## config.mk

```make
export PLATFORM = sky130hd
export DESIGN_NAME = uart_rx_fifo
export DESIGN_NICKNAME = d
export VERILOG_FILES = /design/src/rtl/uart_pkg.sv /design/src/rtl/uart_fifo_mem.sv /design/src/rtl/uart_rx_fifo.sv
export SDC_FILE = /design/constraint.sdc
export NUM_CORES = 1
export LEC_CHECK = 0
export CAP_MARGIN = 25
export CORE_MARGIN = 3
export CORE_UTILIZATION = 50
export CTS_CLUSTER_DIAMETER = 150
export CTS_CLUSTER_SIZE = 16
export DETAILED_ROUTE_END_ITERATION = 16
export PLACE_DENSITY_LB_ADDON = 0.08
export SKIP_CTS_REPAIR_TIMING = 1
export SYNTH_ARGS = -nofsm -noshare
export SYNTH_HDL_FRONTEND = slang
export SYNTH_HIERARCHICAL = 1
export SYNTH_SLANG_ARGS = --single-unit
```

## constraint.sdc

```tcl
create_clock -name i_clk -period 4.7 [get_ports i_clk]
set_clock_uncertainty 0.1 [all_clocks]
set_input_delay 0.47 -clock i_clk [delete_from_list [all_inputs] [get_ports i_clk]]
set_output_delay 0.47 -clock i_clk [all_outputs]
set_load 0.005 [all_outputs]
```

## src/rtl/uart_pkg.sv

```systemverilog
// uart_pkg: byte type and width shared by the UART receiver, transmitter and buffers
package uart_pkg;
  localparam int UART_DATA_W = 8;
  typedef logic [UART_DATA_W-1:0] uart_byte_t;
endpackage

```

## src/rtl/uart_fifo_mem.sv

```systemverilog
// uart_fifo_mem: DEPTH x byte register array, one write port, one asynchronous read port
module uart_fifo_mem
  import uart_pkg::*;
#(
  parameter int DEPTH = 16,
  localparam int AW = $clog2(DEPTH)
) (
  input  logic                   i_clk,
  input  logic                   i_we,
  input  logic [AW-1:0]          i_waddr,
  input  logic [UART_DATA_W-1:0] i_wdata,
  input  logic [AW-1:0]          i_raddr,
  output logic [UART_DATA_W-1:0] o_rdata
);
  uart_byte_t mem [DEPTH];
  // storage is deliberately not reset; validity is tracked by the level counter
  always_ff @(posedge i_clk) begin
    if (i_we) mem[i_waddr] <= i_wdata;
  end
  assign o_rdata = mem[i_raddr];
endmodule

```

## src/rtl/uart_rx_fifo.sv

```systemverilog
// uart_rx_fifo: FWFT byte FIFO behind the UART receiver with sticky overrun; UART_RX_FIFO_DROP_CNT_EN adds o_drop_cnt
module uart_rx_fifo
  import uart_pkg::*;
#(
  parameter int DEPTH = 16,
  localparam int CNT_W = $clog2(DEPTH) + 1
) (
  input  logic                   i_clk,
  input  logic                   i_rst_n,
  input  logic [UART_DATA_W-1:0] i_rx_data,
  input  logic                   i_rx_valid,
  output logic [UART_DATA_W-1:0] o_data,
  output logic                   o_valid,
  input  logic                   i_ready,
  output logic [CNT_W-1:0]       o_level,
  output logic                   o_full,
  output logic                   o_overrun,
  input  logic                   i_clr_ovr,
  input  logic                   i_flush
`ifdef UART_RX_FIFO_DROP_CNT_EN
  ,
  output logic [7:0]             o_drop_cnt
`endif
);
  localparam int AW = $clog2(DEPTH);
  logic [AW-1:0] wr_ptr, rd_ptr;
  logic [CNT_W-1:0] level;
  logic overrun, push, pop, drop;
  uart_byte_t rd_data;
  assign o_valid = level != '0;
  assign o_full = level == CNT_W'(DEPTH);
  assign o_level = level;
  assign o_overrun = overrun;
  assign o_data = o_valid ? rd_data : '0;
  assign pop = o_valid && i_ready;
  assign push = i_rx_valid && (!o_full || pop);
  // a flushed strobe is discarded silently, so it never counts as a drop
  assign drop = i_rx_valid && o_full && !pop && !i_flush;
  uart_fifo_mem #(.DEPTH(DEPTH)) u_mem (
    .i_clk  (i_clk),
    .i_we   (push && !i_flush),
    .i_waddr(wr_ptr),
    .i_wdata(i_rx_data),
    .i_raddr(rd_ptr),
    .o_rdata(rd_data)
  );
  // pointers and fill level; flush overrides any same-cycle push or pop
  always_ff @(posedge i_clk or negedge i_rst_n) begin
    if (!i_rst_n) begin
      wr_ptr <= '0;
      rd_ptr <= '0;
      level <= '0;
    end else if (i_flush) begin
      wr_ptr <= '0;
      rd_ptr <= '0;
      level <= '0;
    end else begin
      wr_ptr <= wr_ptr + AW'(push);
      rd_ptr <= rd_ptr + AW'(pop);
      level <= level + CNT_W'(push) - CNT_W'(pop);
    end
  end
  // sticky overrun; a drop in the clearing cycle wins over the clear
  always_ff @(posedge i_clk or negedge i_rst_n) begin
    if (!i_rst_n) overrun <= 1'b0;
    else overrun <= drop || (overrun && !i_clr_ovr);
  end
`ifdef UART_RX_FIFO_DROP_CNT_EN
  // saturating dropped-byte count, cleared alongside the overrun flag
  always_ff @(posedge i_clk or negedge i_rst_n) begin
    if (!i_rst_n) o_drop_cnt <= '0;
    else if (i_clr_ovr) o_drop_cnt <= {7'd0, drop};
    else if (drop && o_drop_cnt != 8'hFF) o_drop_cnt <= o_drop_cnt + 8'd1;
  end
`endif
endmodule

```

---- Yosys cells after proc, flatten, opt, wreduce, memory -nomap -nowiden ----
Memories as Yosys holds them, arrays and structs flattened.
Index checks and enable logic that the tools add are counted.
storage, ports and cells
  input port bits ......................... 14
  memory bits (writable) .................. 128
  memories ................................ 1
  bits in registers ....................... 14
  logic and storage cells ................. 30
  output and inout port bits .............. 16
cells by class
  $add $sub $neg .......................... 4
  eq/ne operators ......................... 1
  mux-type cells .......................... 6
  reductions and logical operators ........ 14
memory list
  memory     depth  width  rd ports  clocked after Yosys merged registers in  wr ports  RTL line             text
  u_mem.mem  16     8      1         0                                        1         uart_fifo_mem.sv:15  uart_byte_t mem [DEPTH];
operators by type and width
  operator            number
  $add 4x1->4         2
  $mux 4              2
  $mux 8              1
  $logic_and 1x1->1   7
  $add 5x1->5         1
  $eq 5x5->1 const B  1
  $mux 5              1
  $reduce_bool 5->1   1
  $sub 5x1->5         1
  $logic_not 1->1     4
  $logic_or 1x1->1    2
  $mux 1              2

---- Depth between registers and ports, before layout ----
Gate-level depths: netlist of run 1.
  depth in word-level cells ............... 7
  mapped depth ............................ 12
  gate-level depth less buffers ........... 11

---- Modules after synthesis ----
Netlist of run 1, hierarchy kept.
by module, submodules not included
  module         cells an instance  area an instance (sq um)  sequential area each (sq um)  instances
  uart_fifo_mem  221                4987.3                    3843.7                        1
  uart_rx_fifo   86                 877.1                     350.3                         1

---- Least setup slack after synthesis of run 1 ----
Ideal clock, no wire load.
  path type ............................... register to register
  start ................................... reg level[2], in the netlist o_level[2]
  end ..................................... reg level[4], in the netlist o_level[4]
  required time ........................... 4526 ps
  setup slack ............................. 2092 ps
  arrival ................................. 2434 ps
  setup time .............................. 74 ps
  path buffers ............................ 0
  stages on the path, launching flop included .. 12
  period minus slack after synthesis ...... 2608 ps
  path through ............................ dfrtp_1 > inv_1 > ha_1 > nor4b_4 > or3b_1 > o211ai_2 > ha_1 > inv_1 > fa_1 > nand2b_1 > a2111o_1 > o21ai_2
on the way
  word-level cells in the longest chain between the ends .. 7
  elaborated cells on any way between the ends .. 9
  classes of those cells .................. add/sub: 2; eq/ne: 1; mux: 1; reduce/logical: 5
RTL lines
  item                                                         RTL line                                text
  from (decl)                                                  uart_rx_fifo.sv:27                      logic [CNT_W-1:0] level;
  from (signal assigned)                                       uart_rx_fifo.sv:60                      level <= level + CNT_W'(push) - CNT_W'(pop);
  $eq 5x5->1 / $reduce_bool 5->1 (equally long branches)       uart_rx_fifo.sv:31, uart_rx_fifo.sv:30
  $logic_not 1->1 / $logic_and 1x1->1 (equally long branches)  uart_rx_fifo.sv:36, uart_rx_fifo.sv:35
  $logic_or 1x1->1                                             uart_rx_fifo.sv:36                      assign push = i_rx_valid && (!o_full || pop);
  $logic_and 1x1->1                                            uart_rx_fifo.sv:36
  $add 5x1->5                                                  uart_rx_fifo.sv:60
  $sub 5x1->5 *                                                uart_rx_fifo.sv:60
  $mux 5 *                                                     uart_rx_fifo.sv:53                      end else if (i_flush) begin
Mark *: on every way between the ends. The rest lies on a longest branch, timed or not.

---- Final worst setup path of run 1 ----
  start ................................... reg rd_ptr[0]
  end ..................................... out o_data[3]
on the way
  word-level cells in the longest chain between the ends .. 2
RTL lines
  item                    RTL line            text
  from (decl)             uart_rx_fifo.sv:26  logic [AW-1:0] wr_ptr, rd_ptr;
  from (signal assigned)  uart_rx_fifo.sv:59  rd_ptr <= rd_ptr + AW'(pop);
  $mem_v2 16x8            n/a
  net rd_data[3]          uart_rx_fifo.sv:29  uart_byte_t rd_data;
  $mux 8                  uart_rx_fifo.sv:34  assign o_data = o_valid ? rd_data : '0;
  to (decl)               uart_rx_fifo.sv:12  output logic [UART_DATA_W-1:0] o_data,
The timed path passes the listed nets, and every way through them passes these cells.

==> results of run 1 <==
[registers in the layout (all words and copies together) (netlist names)]
| signal | cells |
|---|---|
| o_level | 5 |
| o_overrun | 1 |
| rd_ptr | 4 |
| u_mem/mem | 128 |
| wr_ptr | 4 |
[cell type report]
class / count / area [µm²]
repair buffers: 35 / 335
flip-flops and latches: 142 / 4200
well taps: 140 / 175
fillers: 790 / 4200
clock inverters: 14 / 214
multi-input cells: 145 / 1540
clock buffers: 18 / 429
inverters: 8 / 30.0
[synthesized netlist by cell type]
library cell / instances
nor2_1: 23
a31o_2: 1
inv_1: 7
and2b_1: 1
nor4b_4: 1
ha_1: 9
a21oi_1: 3
xnor2_1: 3
buf_2: 3
nand4bb_1: 1
mux4_2: 18
nor2b_1: 17
clkbuf_1: 1
fa_1: 1
o21ai_2: 1
edfxtp_1: 128
nor3_1: 4
a2111o_1: 1
o211ai_2: 1
o32ai_1: 1
dfrtp_1: 14
a22oi_1: 16
or3b_1: 1
clkdlybuf4s25_2: 3
mux4_1: 14
nand3_1: 4
and2_1: 1
nand3b_1: 2
nand2_1: 10
buf_4: 2
buf_6: 3
nand3_2: 1
or3b_2: 1
xor2_1: 3
nand2b_1: 6
inv_2: 1
[power breakdown]
group	switching, mW	total (mW)	leakage (nW)	internal (mW)
combinational	0.313	0.772	0.691	0.459
clock	0.500	1.44	0.312	0.941
sequential	0.113	1.53	1.34	1.42
total	0.926	3.75	2.34	2.82
[worst reg2reg max path, stage by stage, from the launching register on]
cell	delay (ns)
dfrtp_1	0.41
inv_1	0.09
ha_1	0.17
nor4b_4	0.62
nand3_2	0.15
o211ai_2	0.10
ha_1	0.20
inv_1	0.06
fa_1	0.42
nand2b_1	0.18
a2111o_1	0.38
o21ai_2	0.06
[metrics by stage]
step | setup slack, ns | area [µm²]
after floorplan | 2.09 | 5860
final | 1.06 | 6920
after detailed placement | 1.39 | 6280
after CTS | 0.979 | 6920
after global placement | 1.24 | 6270
after global routing | 0.844 | 6920
[metal layers]
metal / wire length (µm) / global-route usage, % / share of wire, %
met1: 5100 / 28.4 / 45
met2: 5470 / 28.5 / 48
met3: 791 / 5.92 / 6.9
met4: 74 / 5.46 / 0.65
met5: 0 / 0 / 0
[how the worst max path moves through the flow]
stage          startpoint               to  slack, ns
2_1_floorplan  o_level[2]       o_level[4]       2.09
3_3_place_gp      i_flush  u_mem/mem[4][0]       1.24
3_5_place_dp      i_flush  u_mem/mem[1][7]       1.39
4_1_cts         rd_ptr[0]        o_data[3]       0.98
5_1_grt         rd_ptr[0]        o_data[3]       0.84
6_report        rd_ptr[0]        o_data[3]       1.06
[cells by family after synthesis]
| kind of cell | share of synthesized area [%] |
|---|---|
| flip-flops | 71.5 |
| AND/OR/NAND/NOR | 6.81 |
| multiplexers | 13.2 |
| AO/OA/AOI/OAI | 3.16 |
| buffers and inverters | 2.18 |
| adder cells (fa/ha/maj) | 2.26 |
| XOR/XNOR | 0.896 |
==> impl_metrics.env, run 1 <==
export IMPL_status="completed"
export IMPL_holdWs_ns=0.358
export IMPL_grt_max_degree=35
export IMPL_fin_crit_sh_pct=77.5
export IMPL_setup_worst_path_class="flip-flop to primary output"
export IMPL_worst_pin_slew_ns=0.866
export IMPL_yosysTopAreaCell="edfxtp_1"
export IMPL_worst_setup_path_start_kind="flip-flop"
export IMPL_routed_wl_um=11400
export IMPL_routedWlPerCell_um=22.8
export IMPL_seq_area_frac_synth_pct=71.5
export IMPL_rr_startpoint="o_level[3]"
export IMPL_gp_congestion=0.774
export IMPL_grt_pass1_wl_um=17800
export IMPL_die_h_um=114
export IMPL_firstDrtPassIters=4
export IMPL_final_hold_violation_count=0
export IMPL_p_leak_nw=2.34
export IMPL_reg2regPathDepth=11
export IMPL_worst_ep_required_time_ns=4.13
export IMPL_drc=0
export IMPL_die_x_um=114
export IMPL_die_area_mm2=0.0131
export IMPL_clkSinkCount=142
export IMPL_clkLatencyLatePin_ns=0.41
export IMPL_cp_cell_sequence="buf_4 > mux4_1 > a22oi_1 > nand2_1 > nor2b_1 > clkdlybuf4s50_1"
export IMPL_io_buffers=29
export IMPL_maxCapViolations=0
export IMPL_reg2reg_to="o_level[4]"
export IMPL_synth_area_leaders="edfxtp_1 66%, mux4_2 6.9%, mux4_1 6.3%"
export IMPL_crit_family="flip-flops"
export IMPL_hp_class="input port to async pin"
export IMPL_cp_data_arrival_time_ns=3.07
export IMPL_grt_pass1_vias=2893
export IMPL_dpl_hpwl_um=7410
export IMPL_root_buffer="clkbuf_16"
export IMPL_total_power_mw=3.75
export IMPL_area_growth_pct=18.0
export IMPL_start_util_pct=52.7
export IMPL_finalMaxSlewViolations=0
export IMPL_final_util_pct=62.2
export IMPL_antenna_found_initial=0
export IMPL_grt_ovfl_total=0
export IMPL_nets=373
export IMPL_critical_path_max_stage_delay_ns=0.81
export IMPL_power_density_mw_per_mm2=541
export IMPL_dp_cells=470
export IMPL_layout_commonest_cell="edfxtp_1"
export IMPL_post_route_min_period_ns=3.64
export IMPL_synth_area_per_cell_um2=19.1
export IMPL_max_freq_mhz=275
export IMPL_row_count=38
export IMPL_worstPathMaxFanout=22
export IMPL_antenna_cells=0
export IMPL_critPathSlowestCell="dfrtp_2"
export IMPL_layout_drive_gt1_share_pct=16.9
export IMPL_synth_seq_cells=142
export IMPL_peakVddDrop_mv=0.429
export IMPL_r2r_slack_ns=1.68
export IMPL_synthesis_nets=331
export IMPL_synthesis_area_mm2=0.00586
export IMPL_num_vias=2911
export IMPL_crit_cells=6
export IMPL_synth_cell_types=36
export IMPL_numCtsBuffers=17
export IMPL_slew_headroom_pct=42.1
export IMPL_vias_per_cell=5.80
export IMPL_layout_common_cells="128 x edfxtp_1, 29 x clkdlybuf4s50_1, 23 x nor2_1"
export IMPL_yosys_area_top_type_share_pct=65.5
export IMPL_ys_warn_count=6
export IMPL_cts_clk_slew_worst_paths_ns=0.06
export IMPL_cts_tree="done"
export IMPL_tns_ns=0
export IMPL_coreArea_mm2=0.0111
export IMPL_path_buf_inv=2
export IMPL_cp_end_kind="primary output"
export IMPL_instances_no_fill=502
export IMPL_setup_viol_count_final=0
export IMPL_cts_max_path_buffers=2
export IMPL_grt_usage_pct=19.3
export IMPL_io_pin_count=30
export IMPL_netlist_instances=307
export IMPL_cts_max_level=4
export IMPL_drt_iter0_drc=232
export IMPL_rsz0062_at_grt="false"
export IMPL_ant_nets=0
(Power assumes the default switching activity.)
==> run 2, diff against run 1 <==
==> constraint.sdc (replaced) <==
create_clock -name i_clk -period 3.54 [get_ports i_clk]
set_clock_uncertainty 0.1 [all_clocks]
set_input_delay 0.354 -clock i_clk [delete_from_list [all_inputs] [get_ports i_clk]]
set_output_delay 0.354 -clock i_clk [all_outputs]
set_load 0.005 [all_outputs]
==> run 2 against run 1 <==
Compared with the run above: utilization grew 0.31 points; sequential share of layout area shrank 0.32 points; wire length shrank 3.8%; clock-buffer cell count increased by 3; design area up 0.51%; clock power up 18%; global-route usage decreased by 0.54 points; critical path type unchanged; critical endpoint is now o_data[2]; largest cell class unchanged; largest power group unchanged.
==> impl_metrics.env, run 2 (synthesis gave the netlist of run 1 again) <==
export IMPL_p_leak_nw=2.38
export IMPL_cp_end_kind="primary output"
export IMPL_coreArea_mm2=0.0111
export IMPL_grt_usage_pct=18.8
export IMPL_grt_ovfl_total=0
export IMPL_grt_pass1_wl_um=17600
export IMPL_io_pin_count=30
export IMPL_grt_max_degree=35
export IMPL_setup_worst_path_class="flip-flop to primary output"
export IMPL_status="completed"
export IMPL_worst_slack_ns=0.431
export IMPL_cts_tree="done"
export IMPL_routedWlPerCell_um=21.4
export IMPL_grt_pass1_vias=3016
export IMPL_tns_ns=0
export IMPL_worst_ep_required_time_ns=3.09
export IMPL_fin_crit_sh_pct=87.8
export IMPL_instances_no_fill=515
export IMPL_io_buffers=29
export IMPL_setup_viol_count_final=0
export IMPL_dpl_hpwl_um=7030
export IMPL_vias_per_cell=5.76
export IMPL_num_vias=2967
export IMPL_drc=0
export IMPL_multi_input_area_mm2=0.00154
export IMPL_start_util_pct=52.7
export IMPL_hp_class="input port to async pin"
export IMPL_ant_nets=0
export IMPL_layout_drive_gt1_share_pct=18.1
export IMPL_worst_setup_path_start_kind="flip-flop"
export IMPL_nets=387
export IMPL_regMostFlops="u_mem/mem"
export IMPL_slew_headroom_pct=52.1
export IMPL_worstPathMaxFanout=24
export IMPL_cp_data_arrival_time_ns=2.66
export IMPL_pre_cts_slack_ns=0.623
export IMPL_seqCellArea_mm2=0.00420
export IMPL_reg2regPathDepth=11
export IMPL_cts_max_path_buffers=2
export IMPL_dp_cells=484
export IMPL_largest_reg_flops=128
export IMPL_area_growth_pct=18.6
export IMPL_drt_iter0_drc=254
export IMPL_clkSinkCount=142
export IMPL_final_hold_violation_count=0
export IMPL_peakVddDrop_mv=0.403
export IMPL_rsz0062_at_grt="false"
export IMPL_maxCapViolations=0
export IMPL_root_buffer="clkbuf_16"
export IMPL_firstDrtPassIters=5
export IMPL_worst_pin_slew_ns=0.716
export IMPL_antenna_cells=0
export IMPL_antenna_found_initial=0
export IMPL_die_x_um=114
export IMPL_max_freq_mhz=322
export IMPL_power_density_mw_per_mm2=688
export IMPL_routed_wl_um=11000
export IMPL_cts_clk_slew_worst_paths_ns=0.05
export IMPL_die_h_um=114
export IMPL_layout_common_cells="128 x edfxtp_1, 29 x clkdlybuf4s50_1, 23 x nor2_1"
export IMPL_fillerInstances=801
export IMPL_clkLatencyLatePin_ns=0.41
export IMPL_numCtsBuffers=17
export IMPL_die_area_mm2=0.0131
export IMPL_cts_max_level=4
export IMPL_r2r_slack_ns=0.57
export IMPL_finalMaxSlewViolations=0
export IMPL_row_count=38
export IMPL_layout_commonest_cell="edfxtp_1"
export IMPL_gp_congestion=0.794
export IMPL_post_route_min_period_ns=3.11
run 2: path summary, 6_finish.rpt:
| check | startpoint | to |
|---|---|---|
| min reg2reg | o_overrun | o_overrun |
| min in group i_clk | i_clr_ovr | o_overrun |
| max in group asynchronous | i_rst_n | rd_ptr[0] |
| max reg2reg | o_level[3] | o_level[4] |
| min | i_rst_n | rd_ptr[1] |
| max | rd_ptr[0] | o_data[2] |
run 2: area by class of cell:
| type | instances | area share [%] |
|---|---|---|
| tap | 140 | 2.52 |
| timing repair buffer | 49 | 6.51 |
| multi-input combinational | 145 | 22.2 |
| sequential | 142 | 60.3 |
| inverter | 8 | 0.432 |
| clock inverter | 10 | 1.74 |
| clock buffer | 21 | 6.33 |
run 2: report_power, final:
group	switching, mW	internal (mW)	total [mW]
combinational	0.523	0.628	1.15
clock	0.607	1.09	1.70
sequential	0.0562	1.89	1.94
run 2: critical path, stage by stage, from the launching register on:
cell and delay (ns):
dfrtp_2 0.38, buf_12 0.22, mux4_1 0.57, a22oi_1 0.33, nand2_1 0.10, nor2b_1 0.15
clkdlybuf4s50_1 0.48
run 2: layer usage:
layer	vias up	global-route usage, %	share of wire (%)
met3	18	4.70	6.3
met2	91	27.0	45
met1	1520	27.8	46
met5	-	0	0
met4	0	7.68	1.9
li1	1338	-	-
run 2: stage by stage:
step	util (%)	power [mW]	hold WS (ns)	instance area, µm²
after detailed placement	57.5	3.13	0.437	6400
after CTS	62.5	4.84	0.257	6960
after global routing	62.5	5.04	0.309	6960
final	62.5	4.79	0.258	6960
after global placement	57.5	3.14	0.440	6400
after floorplan	-	2.72	-0.0416	5860
==> RTL edit 1, RTL diff (settings of run 2) <==
`DEPTH` is set to 16 in 2 places; all go to 32.
--- a/src/rtl/uart_fifo_mem.sv
+++ b/src/rtl/uart_fifo_mem.sv
@@ -2,7 +2,7 @@
 module uart_fifo_mem
   import uart_pkg::*;
 #(
-  parameter int DEPTH = 16,
+  parameter int DEPTH = 32,
   localparam int AW = $clog2(DEPTH)
 ) (
   input  logic                   i_clk,
--- a/src/rtl/uart_rx_fifo.sv
+++ b/src/rtl/uart_rx_fifo.sv
@@ -2,7 +2,7 @@
 module uart_rx_fifo
   import uart_pkg::*;
 #(
-  parameter int DEPTH = 16,
+  parameter int DEPTH = 32,
   localparam int CNT_W = $clog2(DEPTH) + 1
 ) (
   input  logic                   i_clk,
Ports: changed (resized o_level); port bits go from 30 to 31. No check against the original RTL was run, so the function may have changed too.
==> RTL edit 1 against run 2 <==
Via count is 77% higher; power up 61%; die area up 82%; synthesized area grew 87%; register-to-register slack improved by 0.17 ns; worst setup slack got worse by 0.34 ns; routed wire length increased by 120%; combinational power up 64%; sequential cell count up 131; global-route usage rose by 1.1 points; final area rose by 84%.
==> RTL edit 1: results (changes against run 2) <==
stage;metric;value;unit;change
run_status;status;completed;;
finish;drive_gt1_share;30.7;%;+13 points
synth;synthArstFlopShare;6.23;%;-3.6 points
synth;synthTopCellsByArea;edfxtp_1 (70%), mux4_2 (16%), dfrtp_1 (3.9%);;
finish;largest_register;u_mem/mem;;
setup_path;worstPathArrival;2.99;ns;+0.33 ns
routing;drtIter0Drc;467;;+84%
synth;synth_common_cells;edfxtp_1 (256), mux4_2 (80), nor2_1 (42), dfrtp_1 (17), inv_1 (13);;
setup_path;reg2regPathDepth;8;;-3
setup_path;path_max_fanout;8;;-67%
routing;route.vias.total;5247;;+77%
global_routing;grt.total_usage;19.9;%;+1.1 points
finish;final_area;0.0128;mm^2;+84%
setup_path;cp_slowest_cell;dfrtp_4;;
setup_path;slowest_delay;0.50;ns;-0.07 ns
global_routing;grt_start_max_net_pins;52;;+49%
finish;largest_register_ffs;256;;+100%
placement;globalplace.congestion;0.767;;-3.4%
finish;diodes;0;;unchanged
clocking;clock_path_buffers;3;;+1
pwr;p_leak;4.22;nW;+77%
routing;detail_route.wl_per_cell;26.5;um;+24%
synth;synthesis.nets;539;;+63%
clocking;clk_root_buffer_cell;clkbuf_16;;
worst_hold_path;hold_path.class;primary input to async pin;;
routing;dr.pass1.iters;5;;unchanged
placement;io_buffers;30;;+3.4%
clocking;htree_num_levels;1;;-3
synth;yosysSeqAreaShare;74.0;%;+2.5 points
placement;postPlaceCellArea;0.0119;mm^2;+86%
placement;place_worst_setup_slack;0.349;ns;-0.275 ns
global_routing;grt_pass1_wl;34.6;mm;+96%
sta;slew_headroom;40.8;%;-11 points
setup_path;cp_top_family;multiplexers;;
global_routing;grt_pass1_vias;5311;;+76%
finish;num-nets-final;630;;+63%
synth;synth-edff-count;256;;+100%
placement;dp_hpwl;14.2;mm;+100%
clocking;clk_pin_slew;0.07;ns;+0.02 ns
pwr;peakVddDrop;0.367;mV;-9.0%
synth;yosysWarnings;6;;unchanged
synth;synth_cell_types;42;;+17%
global_routing;grt_antenna_before_repair;0;;unchanged
clocking;cts-buffers-inserted;21;;+4
clocking;worstSkewPairLatency;0.50;ns;+0.09 ns
[RTL edit 1: area by class of cell]
type	instances	area, um^2
Clock buffer	36	582
Tap cell	275	344
Clock inverter	2	25.0
Multi-Input combinational cell	203	2690
Fill cell	1517	8450
Inverter	13	48.8
Sequential cell	273	8120
Timing Repair Buffer	91	1030
[RTL edit 1: final timing paths]
kind	from	slack, ns	endpoint
worst max-delay path	rd_ptr[0]	0.1	o_data[2]
worst min-delay path	i_rst_n	0.25	o_level[4]
worst max register to register	o_level[3]	0.74	u_mem/mem[4][1]
worst min register to register	o_overrun	0.43	o_overrun
max in group asynchronous	i_rst_n	2.45	rd_ptr[0]
min in group i_clk	i_clr_ovr	0.32	o_overrun
[RTL edit 1: stage by stage]
| stage | util (%) | total power (W) | hold WS (ns) | setup TNS, ns | instances |
|---|---|---|---|---|---|
| 2_1_floorplan | - | 0.00481 | -0.0416 | 0 | 512 |
| 3_3_place_gp | 55.7 | 0.00537 | 0.408 | 0 | 838 |
| 3_5_place_dp | 55.8 | 0.00540 | 0.415 | 0 | 839 |
| 4_1_cts | 58.6 | 0.00758 | 0.264 | -1.41 | 877 |
| 5_1_grt | 60.3 | 0.00808 | 0.284 | 0 | 893 |
| 6_report | 60.3 | 0.00772 | 0.253 | 0 | 893 |
[RTL edit 1: layer usage]
metal  track usage (%)  routed length [um]  part of all wire (%)
met5                 0                   0                     0
met4              4.04                 320                   1.4
met3              2.84                1250                   5.3
met2              30.8               11400                    48
met1              31.0               10700                    45
[RTL edit 1: where the power goes]
| group | total (W) | switching [W] | leakage (nW) | internal [W] |
|---|---|---|---|---|
| logic | 0.00189 | 0.000790 | 1.40 | 0.00110 |
| clock network | 0.00218 | 0.00105 | 0.288 | 0.00113 |
| registers | 0.00365 | 0.0000541 | 2.53 | 0.00359 |
[RTL edit 1: cell families after synthesis]
| kind of cell | share of synthesized area, % |
|---|---|
| flops | 74.0 |
| mux | 17.4 |
| simple gates | 4.28 |
| buf+inv | 1.56 |
| fa+ha+maj | 1.55 |
| compound gates | 0.593 |
| xor+xnor | 0.639 |
==> RTL edit 2, RTL diff (flow settings as in run 2) <==
Made on the original files. Put one more register stage on the output `o_level`, cleared by the reset. The value now appears one clock later. The other outputs are not delayed to match.
--- a/src/rtl/uart_rx_fifo.sv
+++ b/src/rtl/uart_rx_fifo.sv
@@ -29,7 +29,13 @@
   uart_byte_t rd_data;
   assign o_valid = level != '0;
   assign o_full = level == CNT_W'(DEPTH);
-  assign o_level = level;
+  always_ff @(posedge i_clk or negedge i_rst_n) begin
+    if (!i_rst_n) begin
+      o_level <= '0;
+    end else begin
+      o_level <= level;
+    end
+  end
   assign o_overrun = overrun;
   assign o_data = o_valid ? rd_data : '0;
   assign pop = o_valid && i_ready;
Formal check against the unedited RTL: not equivalent (Yosys sat finds a counterexample within 4 cycles, from zero or initial values and one cycle with i_rst_n low).
==> RTL edit 2 against run 2 <==
Synthesized area up 2.1%; sequential cell count rose by 5; final area up 2.2%; routed wire length is 5.7% higher; combinational power down 4%; worst setup slack got worse by 0.0061 ns; power increased by 1.8%; highest routed layer unchanged.
==> RTL edit 2: results (changes against run 2) <==
stage;metric;value;unit;change
setup_path;slowest_delay;0.66;ns;+0.09 ns
pwr;peakVddDrop;0.370;mV;-8.1%
finish;drive_gt1_share;20.3;%;+2.1 points
sta;holdWs;0.310;ns;+0.0522 ns
synth;synthesis.nets;339;;+2.4%
finish;postLayoutCoreUtil;61.5;%;-1.0 points
finish;num-nets-final;396;;+2.3%
synth;muxShareOfSynthArea;12.9;%;-0.27 points
setup_path;r2r_slack;0.73;ns;+0.16 ns
placement;dp_hpwl;7.39;mm;+5.1%
placement;dpl.cell_count;496;;+2.5%
placement;globalplace.congestion;0.763;;-3.9%
synth;synth_cell_types;35;;-2.8%
setup_path;r2r_end;level[4];;
run_status;status;completed;;
synth;synth_xor_area_share;1.02;%;+0.13 points
placement;place_worst_setup_slack;0.635;ns;+0.0119 ns
placement;postPlaceCellArea;0.00652;mm^2;+2.0%
routing;drtIter0Drc;125;;-51%
synth;synth_common_cells;edfxtp_1 (128), nor2_1 (23), dfrtp_1 (19), mux4_2 (18), nor2b_1 (17);;
sta;slew_headroom;42.6;%;-9.5 points
routing;dr.pass1.iters;4;;-1
pwr;p_leak;2.45;nW;+3.0%
setup_path;path_max_fanout;14;;-42%
setup_path;reg2regPathDepth;10;;-1
global_routing;grt.total_usage;19.0;%;+0.17 points
synth;yosysSeqAreaShare;72.1;%;+0.61 points
setup_path;r2r_start;level[3];;
global_routing;grt_pass1_wl;17.5;mm;-0.98%
synth;synth_fa_ha_area_share;2.21;%;-0.047 points
synth;synth_compound_area_share;2.99;%;-0.17 points
synth;syn_avg_cell_area;19.0;um^2;-0.48%
setup_path;crit_end;o_data[1];;
routing;vias_per_cell;5.67;;-1.6%
RTL edit 2: metal layers:
metal	vias to the layer above	track usage, %	wire length, um
met4	0	6.96	99
met1	1534	26.4	5180
met2	73	28.9	5810
met5	-	0	0
met3	9	5.64	545
li1	1378	-	-
RTL edit 2: area by class of cell:
class | count | area share [%]
Timing Repair Buffer | 51 | 6.40
Multi-Input combinational cell | 148 | 21.7
Sequential cell | 147 | 60.7
Clock inverter | 15 | 2.34
Tap cell | 143 | 2.51
Clock buffer | 17 | 5.98
Inverter | 7 | 0.369
RTL edit 2: worst register-to-register path, cell delays in order (launching register included):
cell and delay, ns:
dfrtp_1 0.40, inv_1 0.09, ha_1 0.15, or3b_4 0.39, a311oi_1 0.29, ha_1 0.21
inv_1 0.06, fa_1 0.42, nand2b_1 0.18, a2111o_1 0.36, o21ai_0 0.07
RTL edit 2: power by group:
group          switching, W  internal (W)
clock network      0.000660       0.00110
registers         0.0000601       0.00196
logic              0.000500      0.000596
